### src/rtl/bcd_pkg.sv
// Shared BCD definitions: digit type, converter FSM states, the
// add-3 threshold and a helper that builds an all-nines BCD word.
package bcd_pkg;

  typedef logic [3:0] bcd_digit_t;

  typedef enum logic [1:0] {
    IDLE  = 2'd0,
    SHIFT = 2'd1,
    DONE  = 2'd2
  } b2b_state_e;

  // A digit at or above this value gets +3 before the shift.
  localparam int unsigned BCD_ADJ_THRESH = 5;

  // Widest word bcd_max can build; callers slice the low digits they need.
  localparam int unsigned BCD_MAX_DIGITS = 32;

  // Returns n packed BCD nines in the low nibbles, zeros above.
  function automatic logic [4*BCD_MAX_DIGITS-1:0] bcd_max(input int unsigned n);
    logic [4*BCD_MAX_DIGITS-1:0] r;
    r = '0;
    for (int unsigned i = 0; i < BCD_MAX_DIGITS; i++) begin
      if (i < n) r[4*i +: 4] = 4'd9;
    end
    return r;
  endfunction

endpackage

### src/rtl/bin2bcd_seq_if.sv
// Handshake bundle for bin2bcd_seq: valid/ready input of a binary operand
// and valid/ready output of the packed BCD result.
// The overflow signal exists only when BIN2BCD_OVF_EN is defined.
interface bin2bcd_seq_if #(
  parameter int N_DIGIT = 4,
  parameter int W_BIN   = 14
);

  logic                   in_valid;
  logic                   in_ready;
  logic [W_BIN-1:0]       bin;
  logic                   out_valid;
  logic                   out_ready;
  logic [4*N_DIGIT-1:0]   bcd;
`ifdef BIN2BCD_OVF_EN
  logic                   overflow;
`endif

  // Producer of operands and consumer of results.
  modport master (
    output in_valid, bin, out_ready,
    input  in_ready, out_valid, bcd
`ifdef BIN2BCD_OVF_EN
    , input overflow
`endif
  );

  // The converter itself.
  modport slave (
    input  in_valid, bin, out_ready,
    output in_ready, out_valid, bcd
`ifdef BIN2BCD_OVF_EN
    , output overflow
`endif
  );

endinterface

### src/rtl/bcd_dabble_digit.sv
// One double-dabble cell: a BCD digit of 5..9 becomes 8..12, smaller
// digits pass through, so the result always fits 4 bits before the shift.
module bcd_dabble_digit
  import bcd_pkg::*;
(
  input  bcd_digit_t d,
  output bcd_digit_t q
);

  // Conditional add-3 adjust.
  always_comb begin
    // NOTE: assigning a default first means every path drives q, so no latch is inferred.
    q = d;
    if (d >= bcd_digit_t'(BCD_ADJ_THRESH)) q = d + 4'd3;
  end

endmodule

### src/rtl/bin2bcd_seq.sv
// Iterative binary-to-BCD converter (shift-and-add-3), one bit per clock.
// Optional feature macro: BIN2BCD_OVF_EN adds a sticky overflow flag and
// saturates the result to all nines; without it the result wraps modulo
// 10^N_DIGIT.
module bin2bcd_seq
  import bcd_pkg::*;
#(
  parameter int N_DIGIT = 4,
  parameter int W_BIN   = 14
) (
  input  logic          clk,
  input  logic          rst_n,
  bin2bcd_seq_if.slave  bus
);

  localparam int BCD_W = 4 * N_DIGIT;
  localparam int SR_W  = BCD_W + W_BIN;
  localparam int CNT_W = $clog2(W_BIN + 1);

  b2b_state_e       state, state_next;
  logic [CNT_W-1:0] cnt;
  logic [BCD_W-1:0] bcd_sr;      // BCD half of the working register
  logic [W_BIN-1:0] bin_sr;      // binary half of the working register
  logic [BCD_W-1:0] bcd_adj;     // BCD half after the per-digit adjust
  logic [SR_W-1:0]  sr_shifted;  // adjusted register shifted left by one
  logic [BCD_W-1:0] bcd_q;       // held result presented on bus.bcd
  logic             accept;
  logic             last_step;

  for (genvar g = 0; g < N_DIGIT; g++) begin : g_digit
    bcd_dabble_digit u_digit (
      .d (bcd_sr[4*g +: 4]),
      .q (bcd_adj[4*g +: 4])
    );
  end

  assign sr_shifted = {bcd_adj, bin_sr} << 1;
  assign accept     = (state == IDLE) && bus.in_valid;
  assign last_step  = (state == SHIFT) && (cnt == CNT_W'(1));
  assign bus.bcd    = bcd_q;

  // State register.
  always_ff @(posedge clk or negedge rst_n) begin
    // NOTE: sequential state uses non-blocking assignments so every flop samples pre-edge values.
    if (!rst_n) state <= IDLE;
    else        state <= state_next;
  end

  // Next-state decode.
  always_comb begin
    state_next = state;
    unique case (state)
      IDLE:    if (bus.in_valid)  state_next = SHIFT;
      SHIFT:   if (cnt == CNT_W'(1)) state_next = DONE;
      DONE:    if (bus.out_ready) state_next = IDLE;
      default: state_next = IDLE;
    endcase
  end

  // Handshake outputs decoded straight from the state register.
  always_comb begin
    bus.in_ready  = (state == IDLE);
    bus.out_valid = (state == DONE);
  end

  // Working register and bit counter: load on accept, shift during SHIFT.
  always_ff @(posedge clk or negedge rst_n) begin
    if (!rst_n) begin
      cnt    <= '0;
      bcd_sr <= '0;
      bin_sr <= '0;
    end else if (accept) begin
      cnt    <= CNT_W'(W_BIN);
      bcd_sr <= '0;
      bin_sr <= bus.bin;
    end else if (state == SHIFT) begin
      cnt              <= cnt - CNT_W'(1);
      {bcd_sr, bin_sr} <= sr_shifted;
    end
  end

`ifdef BIN2BCD_OVF_EN
  localparam logic [4*BCD_MAX_DIGITS-1:0] SAT_ALL = bcd_max(N_DIGIT);

  logic ovf_sticky;
  logic ovf_final;
  logic ovf_q;

  // A 1 leaving the top digit means the value needs more than N_DIGIT digits.
  assign ovf_final    = ovf_sticky | bcd_adj[BCD_W-1];
  assign bus.overflow = ovf_q;

  // Sticky overflow across the conversion.
  always_ff @(posedge clk or negedge rst_n) begin
    if (!rst_n)              ovf_sticky <= 1'b0;
    else if (accept)         ovf_sticky <= 1'b0;
    else if (state == SHIFT) ovf_sticky <= ovf_final;
  end

  // Result capture on the final shift; saturate when the value did not fit.
  always_ff @(posedge clk or negedge rst_n) begin
    if (!rst_n) begin
      bcd_q <= '0;
      ovf_q <= 1'b0;
    end else if (last_step) begin
      bcd_q <= ovf_final ? SAT_ALL[BCD_W-1:0] : sr_shifted[SR_W-1 -: BCD_W];
      ovf_q <= ovf_final;
    end
  end
`else
  // Result capture on the final shift; high digits simply fall off.
  always_ff @(posedge clk or negedge rst_n) begin
    if (!rst_n)         bcd_q <= '0;
    else if (last_step) bcd_q <= sr_shifted[SR_W-1 -: BCD_W];
  end
`endif

endmodule

### src/flat_wrapper.sv
// flat-port wrapper written by rule: the top's interface ports become plain ports
module bin2bcd_seq_flat import bcd_pkg::*;
#(
  parameter int N_DIGIT = 4,
  parameter int W_BIN   = 14
)
  (clk, rst_n, bus_in_valid, bus_bin, bus_out_ready, bus_in_ready, bus_out_valid, bus_bcd);
  bin2bcd_seq_if #(.N_DIGIT(N_DIGIT), .W_BIN(W_BIN)) bus_i ();
  input  logic clk;
  input  logic rst_n;
  input wire logic [$bits(bus_i.in_valid)-1:0] bus_in_valid;
  input wire logic [$bits(bus_i.bin)-1:0] bus_bin;
  input wire logic [$bits(bus_i.out_ready)-1:0] bus_out_ready;
  output wire logic [$bits(bus_i.in_ready)-1:0] bus_in_ready;
  output wire logic [$bits(bus_i.out_valid)-1:0] bus_out_valid;
  output wire logic [$bits(bus_i.bcd)-1:0] bus_bcd;
  assign bus_i.in_valid = bus_in_valid;
  assign bus_i.bin = bus_bin;
  assign bus_i.out_ready = bus_out_ready;
  assign bus_in_ready = bus_i.in_ready;
  assign bus_out_valid = bus_i.out_valid;
  assign bus_bcd = bus_i.bcd;
  bin2bcd_seq #(.N_DIGIT(N_DIGIT), .W_BIN(W_BIN)) u_core (.clk(clk), .rst_n(rst_n), .bus(bus_i));
endmodule
### config.mk
export PLATFORM = sky130hd
export DESIGN_NAME = bin2bcd_seq_flat
export DESIGN_NICKNAME = d
export VERILOG_FILES = /design/src/rtl/bcd_pkg.sv /design/src/rtl/bin2bcd_seq_if.sv /design/src/rtl/bcd_dabble_digit.sv /design/src/rtl/bin2bcd_seq.sv /design/src/flat_wrapper.sv
export SDC_FILE = /design/constraint.sdc
export NUM_CORES = 1
export LEC_CHECK = 0
export BUFFER_PORTS_ARGS = -buffer_cell sky130_fd_sc_hd__buf_2
export CORE_ASPECT_RATIO = 0.5
export CORE_MARGIN = 5
export CORE_UTILIZATION = 45
export DETAILED_ROUTE_END_ITERATION = 16
export HOLD_SLACK_MARGIN = 0.05
export PLACE_DENSITY = 0.69
export SLEW_MARGIN = 15
export SYNTH_ARGS = -nofsm -noshare
export SYNTH_HDL_FRONTEND = slang
export SYNTH_SLANG_ARGS = --single-unit
### constraint.sdc
create_clock -name clk -period 4.6 [get_ports clk]
set_clock_uncertainty 0.15 [all_clocks]
set_input_delay 1.15 -clock clk [delete_from_list [all_inputs] [get_ports clk]]
set_output_delay 1.15 -clock clk [all_outputs]
set_load 0.02 [all_outputs]
==> results of run 1 <==
-- worst reg2reg max path, cell delays in order (launching register included) --
cell     delay (ps)
dfrtp_1         450
and2b_4         480
nand2_2         400
mux2_1          450
-- layer usage --
layer / vias to the layer above / GRT usage, %
li1: 928 / -
met3: 6 / 4.16
met2: 36 / 25.1
met5: - / 0
met1: 848 / 17.7
met4: 0 / 6.15
-- through the flow --
step	power, uW	instances	hold WS, ps	area (um2)	worst slack, ps
6_report	2020	357	336	2810	2080
5_1_grt	2210	357	356	2810	1990
4_1_cts	2040	357	339	2800	2060
3_5_place_dp	1710	349	317	2680	1910
3_3_place_gp	1660	349	310	2680	1970
2_1_floorplan	1500	252	295	2500	2480
-- layout make-up --
class                      instances  area [um2]  area share [%]
sequential                        52        1300            46.4
multi-input combinational        177        1070            38.1
timing repair buffer              36         183            6.51
tap                               73        91.3            3.25
clock buffer                       6        82.6            2.94
inverter                          11        41.3            1.47
clock inverter                     2        38.8            1.38
-- worst max path at each step --
| stage | to | depth (start not counted) | slack, ps |
|---|---|---|---|
| finish | bus_out_valid | 3 | 2080 |
| CTS | bus_out_valid | 3 | 2060 |
| detailed placement | u_core.bcd_sr[7] | 5 | 1910 |
| floorplan | u_core.bin_sr[10] | 5 | 2480 |
| global placement | u_core.bcd_sr[7] | 5 | 1970 |
| global route | bus_out_valid | 3 | 1990 |
-- power groups by stage --
stage / logic [uW] / registers, uW / clock network, uW
global placement: 852 / 804 / 0
finish: 879 / 811 / 327
detailed placement: 888 / 820 / 0
CTS: 891 / 811 / 336
floorplan: 643 / 862 / 0
global route: 1010 / 842 / 359
-- sequential cells by signal (all words and copies together), names as in the netlist --
| register | flops |
|---|---|
| u_core.bin_sr | 14 |
| u_core.state | 2 |
| u_core.cnt | 4 |
| u_core.bus.bcd | 16 |
| u_core.bcd_sr | 16 |
-- placed cells by master, fill, tap and decap left out, drive strengths merged --
| cell type | synthesis | final |
|---|---|---|
| nor3 | 4 | 4 |
| buf | 12 | 36 |
| a22oi | 13 | 13 |
| o31ai | 1 | 1 |
| a21boi | 1 | 1 |
| bufinv | 0 | 1 |
| nor2 | 3 | 3 |
| dfrtp | 52 | 52 |
| clkinv | 0 | 1 |
| a21oi | 11 | 11 |
| mux2 | 5 | 5 |
| nand3 | 14 | 14 |
| inv | 11 | 11 |
| or2b | 1 | 1 |
| nand2 | 53 | 53 |
| xnor2 | 5 | 5 |
| and3 | 1 | 1 |
| o21ai | 39 | 39 |
| and2b | 1 | 1 |
| ha | 10 | 10 |
| clkbuf | 0 | 6 |
| nand2b | 5 | 5 |
| o211ai | 1 | 1 |
| nor4 | 1 | 1 |
| nor3b | 8 | 8 |
-- cell families after synthesis --
kind of cell | Yosys count | share of synthesized area [%]
flops | 52 | 52.1
xor+xnor | 5 | 1.75
compound gates | 66 | 15.1
buf+inv | 23 | 5.26
fa+ha+maj | 10 | 5.01
simple gates | 91 | 18.5
mux | 5 | 2.25
==> results.md, run 1 <==
- Total CTS buffers: 5
- Largest net degree at the start of global routing: 40
- CTS clock-pin slew for the worst setup and hold paths: around 100 ps
- EDFF count, synth: 0
- Share of cells above drive strength 1: around 20%
- FFs w/ async S/R, synth: between 90% and 100%
- TritonCTS clock tree: yes
- Die height: 62.7 um
- Final Slew Violations: 0
- Fin crit share: a little over half
- Clock Tree Root: clkbuf_8
- DR pass1 iterations: 4
- Worst IR drop on VDD: 272 uV
- Post-synthesis register bit count: 52
- Power Internal: ~1200 uW
- Hold Crit Class: reg2reg
- Warnings from Yosys: 0
- Fill cell count: around 500
- Row cnt: 19
- Fin crit period: ~2500 ps
- Critical Path End Type: output port
- Area Growth Syn to Fin: 12.3%
- Met3 routed WL: ~260 um
- Synthesized area: approximately 0.0025 mm2
- HPWL Detailed: roughly 3300 um
- Critical path launch point type: flip-flop
- Switch Pwr: between 800 and 900 uW
- Post-CTS Resized: 0
- Worst Hold End: u_core.bus.bcd[9]
- Setup TNS Final: 0 ps
- Maxcap violations: 0
- Antenna-violating nets left: 0
- Clock power frac: between 15 and 20%
- Overall routing resource usage: between 10% and 20%
- Top_reg_cell synth: dfrtp_1
- Avg Vias per Cell: a little over 5
- Crit path required time: around 3300 ps
- DR DRC count: 0
- Distinct cell type count of the synthesized netlist: 31
- Fmax: slightly below 0.4 GHz
- CP max stage delay: between 400 and 500 ps
- Origin of the worst setup path: u_core.state[0]
- Routed vias: ~1,800
- Critical path buffer and inverter count: 2
- Seq/Total Area, Yosys: about 52%
- Mean Syn Cell Area: about 9.9 um2
- Hold Path Origin: u_core.bus.bcd[9]
- LEAKAGE: between 0.001 and 0.0015 uW
- Cell chain of the critical path: or2b_1 -> inv_1 -> buf_2
- Top Ports: 36
- Share of the synthesized area in the top cell type: a little over half
- Die width: between 100 and 150 um
- Sequential Power Share: 40.2%
- Top cells by instance count after synthesis: dfrtp_1, nand2_1, o21ai_1, nand3_1, a22oi_1
- Gate count after technology mapping: 252
- Worst Path Max Fanout: 5
- Leading area contributor after synthesis: dfrtp_1
- CTS sink cnt: 52
- # diodes: 0
- Vias in the first global route: 1,939
- Metal2 WL: between 2000 and 2500 um
- Postcts setup bufs: 0
- Core area: approximately 0.0054 mm2
- Post-layout util: between 50% and 60%
- Final count of negative-setup-slack endpoints: 0
- Kind of critical path: reg2out
- Initial Util: between 40% and 50%
- Relative slew slack: 41.4%
- Grt total ovfl: 0
- Slowest CP cell: dfrtp_1
- Fin. Hold Viols: 0
- Wire per inst: approximately 13 um
- H-Tree Level Count: 2
- Top Metal Used: met4
- Buffers on Ports: 35
- R2R Setup Slk: approximately 2600 ps
- Dominant cells by area after synthesis: dfrtp_1, nand2_1, o21ai_1
- Critical Path AT: about 1200 ps
- Hold path depth: 2
- Status: finished, final reports clean
- Max Buffers Root-to-Sink: 2
- RSZ-0062 raised after global routing: false
- NumNets Final: about 310
- Power Dens Cells: 719 mW/mm2
- Crit-path leading delay family: flip-flops
- Wirelength, routed: 4750 um
- Reg2Reg Depth: 3
- Routability cong.: 0.764
- Net Count, Synth: 280
- Worst r2r src: u_core.state[1]
- Initial antenna violation count: 0
- CTS Hold Bufs: 0
- Worst-skew pair later-pin latency: between 300 and 400 ps
- DIE AREA: around 0.0072 mm2
- FF-to-FF End: u_core.bus.bcd[0]
- Sw Share: 41.0%
- Met1 wire length: 2230 um
- Comb power frac: a little over two fifths
- DRT iter0 DRCs: 72
- First-pass GRT wire length: about 8600 um
- Slew of the pin with the lowest slew margin: roughly 880 ps
(Power assumes the default switching activity.)
==> run 2: changes to the inputs <==
ABC_AREA = 1   (was unset)
clock period = 2.52 ns   (was 4.6 ns; I/O delays follow)
==> run 2 against run 1 <==
Wire length up 14%. Total power up 110%. Flip-flop and latch count unchanged. Global-route usage up 0.17 points. Hold slack worse by 160 ps. Setup slack worse by 1400 ps. Combinational power up 110%. Synthesized area up 6.1%. Utilization up 2.6 points.
==> results.md, run 2 <==
- Status: finished, final reports clean
- Vias in the first global route: 2,231 (+15%)
- Top cells by instance count after synthesis: nand2_1, dfrtp_1, nand3_1, inv_1, o21ai_0
- Metal2 WL: 2580 um (+18%)
- Cell chain of the critical path: nor2_2 -> buf_2
- Sequential Power Share: 35.3% (-4.9 points)
- Worst Path Max Fanout: 4 (-1)
- Largest net degree at the start of global routing: 34 (-15%)
- NumNets Final: 379 (+22%)
- Initial antenna violation count: 0 (unchanged)
- Met1 wire length: 2460 um (+10%)
- DIE AREA: 0.00762 mm2 (+5.3%)
- Final Total Pwr: 4190 uW (+110%)
- Die height: 64.3 um (+2.5%)
- Buffers on Ports: 35 (unchanged)
- Clock Tree Root: clkbuf_16
- Row cnt: 19 (unchanged)
- First-pass GRT wire length: 9540 um (+11%)
- Setup TNS Final: 0 ps (unchanged)
- Net Count, Synth: 344 (+23%)
- CP max stage delay: 440 ps (about the same)
- Fin Hold WS: 180 ps (-157 ps)
- Top_reg_cell synth: dfrtp_1
- Multiplexer share of the synthesized area: 0% (-2.3 points)
- Mean Syn Cell Area: 8.39 um2 (-15%)
- Top Metal Used: met4
- Worst-skew pair later-pin latency: 290 ps (-20 ps)
- Postcts setup bufs: 0 (unchanged)
- Hold Crit Class: in2async
- Count leader, synth: nand2_1
- EDFF count, synth: 0 (unchanged)
- Core area: 0.00559 mm2 (+3.1%)
- Die width: 119 um (+2.7%)
- Gate count after technology mapping: 316 (+25%)
- # diodes: 0 (unchanged)
- Simple logic cell fraction of the synthesized area: 34.4% (+16 points)
- Relative slew slack: 62.3% (+21 points)
- H-Tree Level Count: 2 (unchanged)
- Post-synthesis register bit count: 52 (unchanged)
- Warnings from Yosys: 0 (unchanged)
- Met3 routed WL: 316 um (+20%)
- Critical path buffer and inverter count: 1 (-1)
- Power Dens Cells: 1380 mW/mm2 (+92%)
- Leading area contributor after synthesis: dfrtp_1
- Distinct cell type count of the synthesized netlist: 25 (-19%)
- Post-synthesis adder-cell area fraction: 4.72% (-0.29 points)
- Slew of the pin with the lowest slew margin: 566 ps (-312 ps)
- DR DRC count: 0 (unchanged)
- Area Growth Syn to Fin: 14.6%
- Total CTS buffers: 5 (unchanged)
- PnR worst setup slack: 655 ps (-1430 ps)
- Routed vias: 2,167 (+19%)
- Dpl ws: 832 ps (-1080 ps)
- Share of cells above drive strength 1: 19.3% (-0.75 points)
- Final non-filler cell total: 425 (+19%)
- Grt total ovfl: 0 (unchanged)
- Seq/Total Area, Yosys: 49.1% (-3.0 points)
- Critical Path End Type: output port
- Share of the synthesized area in the top cell type: 49.1% (-3.0 points)
- Critical path launch point type: flip-flop
- # placed instances: 417 (+19%)
- Fill cell count: 515 (+3.2%)
- Most frequent cells in the layout: nand2_1, dfrtp_1, nand3_1, buf_2, inv_1
- Switch Pwr: 1800 uW (+120%)
- Post-CTS Resized: 0 (unchanged)
- CTS sink cnt: 52 (unchanged)
- Maxcap violations: 0 (unchanged)
- Crit path required time: 1740 ps (-1560 ps)
- DR pass1 iterations: 4 (unchanged)
- CTS clock-pin slew for the worst setup and hold paths: 70 ps (-30 ps)
- Worst IR drop on VDD: 456 uV (+67%)
- Post-synthesis compound-gate area fraction: 4.15% (-11 points)
- Power Internal: 2380 uW (+100%)
- CTS Hold Bufs: 0 (unchanged)
- Final Slew Violations: 0 (unchanged)
- Critical Path AT: 1090 ps (-130 ps)
- DRT iter0 DRCs: 75 (+4.2%)
- Initial Util: 47.4% (+1.3 points)
- Crit-path leading delay family: flip-flops
- Kind of critical path: reg2out
- RSZ-0062 raised after global routing: false
- Slowest CP cell: dfrtp_1
- Sw Share: 43.1% (+2.0 points)
- Fin crit share: 74.0%
- Routability cong.: 0.885 (+16%)
- HPWL Detailed: 3770 um (+14%)
- Fin. Hold Viols: 0 (unchanged)
- Overall routing resource usage: 15.0% (+0.17 points)
- Top Ports: 36 (unchanged)
- Leading cell type in the layout, fill and taps excluded: nand2_1
- TritonCTS clock tree: yes
- Fin crit period: around 1900 ps
- Dominant cells by area after synthesis: dfrtp_1, nand2_1, nand3_1
- FFs w/ async S/R, synth: 100% (unchanged)
- Wirelength, routed: 5420 um (+14%)
- Antenna-violating nets left: 0 (unchanged)
- Final count of negative-setup-slack endpoints: 0 (unchanged)
- Avg Vias per Cell: 5.10 (+0.13%)
- Largest family of logic cells by synthesized area: simple AND/OR/NAND/NOR gates
- Max Buffers Root-to-Sink: 2 (unchanged)
- Comb power frac: 45.0% (+1.4 points)
- Synthesized area: 0.00265 mm2 (+6.1%)
- Wire per inst: 12.7 um (-4.2%)
- XOR/XNOR Fraction of Synth Area: 0% (-1.8 points)
- LEAKAGE: 0.00167 uW (+24%)
- Fmax: ~0.54 GHz
- Clock power frac: 19.6% (+3.4 points)
-- run 2: cell types whose count changed after synthesis, moves of 10 or more --
cell	before	now
a21oi_1	11	1
nand3_1	14	37
a22oi_1	13	0
nand2_1	52	129
inv_1	11	25
o21ai_1	26	0
-- run 2: power groups by stage --
stage / clock network, uW / logic [uW] / registers (uW)
finish: 822 / 1880 / 1480
global route: 876 / 2160 / 1530
CTS: 836 / 1900 / 1480
detailed placement: 0 / 1890 / 1490
global placement: 0 / 1800 / 1480
floorplan: 0 / 1380 / 1580
-- run 2: path summary, 6_finish.rpt --
path / cells after the start / start / end / slack (ps)
min: 1 / rst_n / u_core.bin_sr[1] / 180
min reg2reg: 2 / u_core.bus.bcd[6] / u_core.bus.bcd[6] / 320
max reg2reg: 7 / u_core.cnt[1] / u_core.bus.bcd[0] / 830
min in group clk: 2 / u_core.bus.bcd[6] / u_core.bus.bcd[6] / 320
max in group asynchronous: 2 / rst_n / u_core.bus.bcd[12] / 1490
max: 2 / u_core.state[0] / bus_in_ready / 650
-- run 2: cells by family (layout without fill, tap and decap cells) --
logic type,count (synthesis),in the layout
and+or+nand+nor,198,198
AOI/OAI and AO/OA,19,19
buffers and inverters,37,73
DFF,52,52
adders and majority gates,10,10
-- run 2: layout make-up --
cell class	count	area (um2)	share of cell area [%]
Clock buffer	7	153	5.03
Inverter	29	119	3.91
Multi-Input combinational cell	227	1150	37.8
Tap cell	73	91.3	3.01
Sequential cell	52	1300	42.9
Timing Repair Buffer	36	195	6.43
Clock inverter	1	30.0	0.989
-- run 2: metrics by stage --
stage / util, % / area (um2)
global placement: 51.1 / 2850
CTS: 54.4 / 3040
floorplan: - / 2650
finish: 54.4 / 3040
global route: 54.4 / 3040
detailed placement: 51.1 / 2850
-- run 2: per-layer routing --
metal | global-route usage, % | vias to the layer above
li1 | - | 1080
met3 | 3.61 | 7
met5 | 0 | -
met1 | 17.2 | 1021
met2 | 27.4 | 59
met4 | 5.80 | 0
==> run 3: changes to the inputs <==
PLACE_DENSITY = 0.71   (was 0.69)
clock period = 1.7 ns   (was 2.52 ns; I/O delays follow)
==> run 3 against run 2 <==
Sequential share of layout area shrank 1.1 points. Total power grew 53%. Clock power grew 58%. Cell area grew 2.5%. Count of clock-buffer cells in the layout shrank 2. Non-clock buffer count grew 6. Die area is the same. Combinational power grew 55%. Hold slack lost 32 ps. Setup slack lost 590 ps. Via count grew 2.1%. Critical path type unchanged.
==> results.md, run 3 (synthesis results as in run 2) <==
- Wirelength, routed: 5500 um (+1.6%)
- Critical path launch point type: flip-flop
- Worst-skew pair later-pin latency: 290 ps (about the same)
- Clock Tree Root: clkbuf_16
- Relative slew slack: 76.3% (+14 points)
- CTS clock-pin slew for the worst setup and hold paths: 70 ps (about the same)
- Power Dens Cells: 2060 mW/mm2 (+50%)
- Final count of negative-setup-slack endpoints: 0 (unchanged)
- HPWL Detailed: 3850 um (+2.0%)
- H-Tree Level Count: 2 (unchanged)
- R2R Setup Slk: 130 ps (-700 ps)
- Grt total ovfl: 0 (unchanged)
- Switch Pwr: 2730 uW (+52%)
- Routed vias: 2,212 (+2.1%)
- CTS sink cnt: 52 (unchanged)
- Met1 Use GR: 18.7% (+1.5 points)
- LEAKAGE: 0.00171 uW (+2.3%)
- DIE AREA: 0.00762 mm2 (unchanged)
- RSZ-0062 raised after global routing: false
- Die height: 64.3 um (unchanged)
- DRT iter0 DRCs: 147 (+96%)
- Die width: 119 um (unchanged)
- Final non-filler cell total: 431 (+1.4%)
- Worst Path Max Fanout: 4 (unchanged)
- Max Buffers Root-to-Sink: 2 (unchanged)
- NumNets Final: 385 (+1.6%)
- Initial Util: 47.4% (unchanged)
- Comb power frac: 45.3% (+0.3 points)
- Critical Path AT: 1060 ps (-30 ps)
- Clock power frac: 20.3% (+0.7 points)
- Kind of critical path: reg2out
- First-pass GRT wire length: 9890 um (+3.8%)
- PnR worst setup slack: 68.4 ps (-586 ps)
- DR DRC count: 0 (unchanged)
- Fmax: about 0.6 GHz
- Reg2Reg Depth: 8 (+1)
- Total CTS buffers: 5 (unchanged)
- # placed instances: 420 (+0.72%)
- Setup TNS Final: 0 ps (unchanged)
- Row cnt: 19 (unchanged)
- Wire per inst: 12.8 um (+0.14%)
- Top Ports: 36 (unchanged)
- Hold Path Origin: bus_out_ready
- Sequential Power Share: 34.5% (-0.8 points)
- Most frequent cells in the layout: nand2_1, dfrtp_1, nand3_1, buf_2, inv_1
- Power Internal: 3690 uW (+55%)
- Fin. Hold Viols: 0 (unchanged)
- Slew of the pin with the lowest slew margin: 355 ps (-211 ps)
- Fill cell count: 496 (-3.7%)
- Avg Vias per Cell: 5.13 (+0.66%)
- Routability cong.: 0.865 (-2.3%)
- Final Slew Violations: 0 (unchanged)
- Vias in the first global route: 2,242 (+0.49%)
- Overall routing resource usage: 15.5% (+0.50 points)
- Share of cells above drive strength 1: 20.4% (+1.1 points)
- Fin crit share: around 96%
- Fin crit period: about 1600 ps
- Maxcap violations: 0 (unchanged)
- GR Util met2: 27.1% (-0.28 points)
- DR pass1 iterations: 5 (+1)
- Initial antenna violation count: 0 (unchanged)
- Leading cell type in the layout, fill and taps excluded: nand2_1
- Worst r2r src: u_core.bcd_sr[8]
- Worst Hold End: u_core.state[1]
- Crit path required time: 1120 ps (-620 ps)
- Largest net degree at the start of global routing: 53 (+56%)
- Critical Path End Type: output port
- Worst IR drop on VDD: 855 uV (+88%)
- Hold Crit Class: in2reg
- FF-to-FF End: u_core.bcd_sr[9]
- GR Util met3: 3.79% (+0.18 points)
- Area Growth Syn to Fin: 17.5%
- Buffers on Ports: 35 (unchanged)
- # diodes: 0 (unchanged)
- Hold path depth: 2
- Sw Share: 42.5% (-0.55 points)
- Status: finished, final reports clean
- Core area: 0.00559 mm2 (unchanged)
- TritonCTS clock tree: yes
- Busiest grt layer: met2
- Antenna-violating nets left: 0 (unchanged)
- Dpl ws: 94.0 ps (-738 ps)
run 3: worst max-delay path, stage by stage (launching register included):
cell     delay, ps
dfrtp_1        460
nor2_4         140
buf_2          180
run 3: layer usage:
| metal | vias to the layer above | routed length, um |
|---|---|---|
| met5 | - | 0 |
| met1 | 1047 | 2470 |
| met3 | 12 | 311 |
| met2 | 61 | 2610 |
| met4 | 0 | 107 |
| li1 | 1092 | - |
run 3: final cells by class:
cell class	instances	area, um2	share of cell area, %
clock buffer	5	125	4.02
clock inverter	3	68.8	2.21
inverter	29	119	3.82
multi-input combinational	227	1150	37.0
sequential	52	1300	41.8
tap	73	91.3	2.93
timing repair buffer	42	255	8.20
run 3: power groups by stage:
stage                     sequential [uW]  combinational [uW]  clock [uW]
after floorplan                      2350                2050           0
after global placement               2200                2760           0
after detailed placement             2220                2880           0
after CTS                            2210                2910        1330
after global routing                 2290                3300        1370
final                                2210                2910        1300
run 3: how the worst max path moves through the flow:
| stage | depth (start not counted) | start | endpoint | slack, ps |
|---|---|---|---|---|
| 2_1_floorplan | 7 | u_core.state[0] | u_core.bin_sr[5] | 220 |
| 3_3_place_gp | 7 | u_core.cnt[1] | u_core.bus.bcd[15] | 170 |
| 4_1_cts | 2 | u_core.state[0] | bus_in_ready | 30 |
| 5_1_grt | 6 | u_core.state[1] | u_core.bcd_sr[3] | 10 |
| 3_5_place_dp | 7 | u_core.cnt[1] | u_core.bus.bcd[0] | 90 |
| 6_report | 2 | u_core.state[0] | bus_in_ready | 70 |
run 3: through the flow:
| stage | total power [uW] | utilization, % | cell area, um2 | hold WS (ps) |
|---|---|---|---|---|
| 2_1_floorplan | 4400 | - | 2650 | -20.6 |
| 6_report | 6420 | 55.7 | 3110 | 148 |
| 4_1_cts | 6450 | 55.4 | 3090 | 145 |
| 3_3_place_gp | 4960 | 51.7 | 2890 | 285 |
| 5_1_grt | 6970 | 55.7 | 3110 | 155 |
| 3_5_place_dp | 5110 | 51.7 | 2890 | 291 |
run 3: repair_timing:
item | 4_1_cts | 5_1_grt
endpoints found under the setup margin | 0 | 5
gates resized for setup | 0 | 2
setup buffers | 0 | 2
hold buffers | 1 | 0
endpoints found under the hold margin | 52 | 0
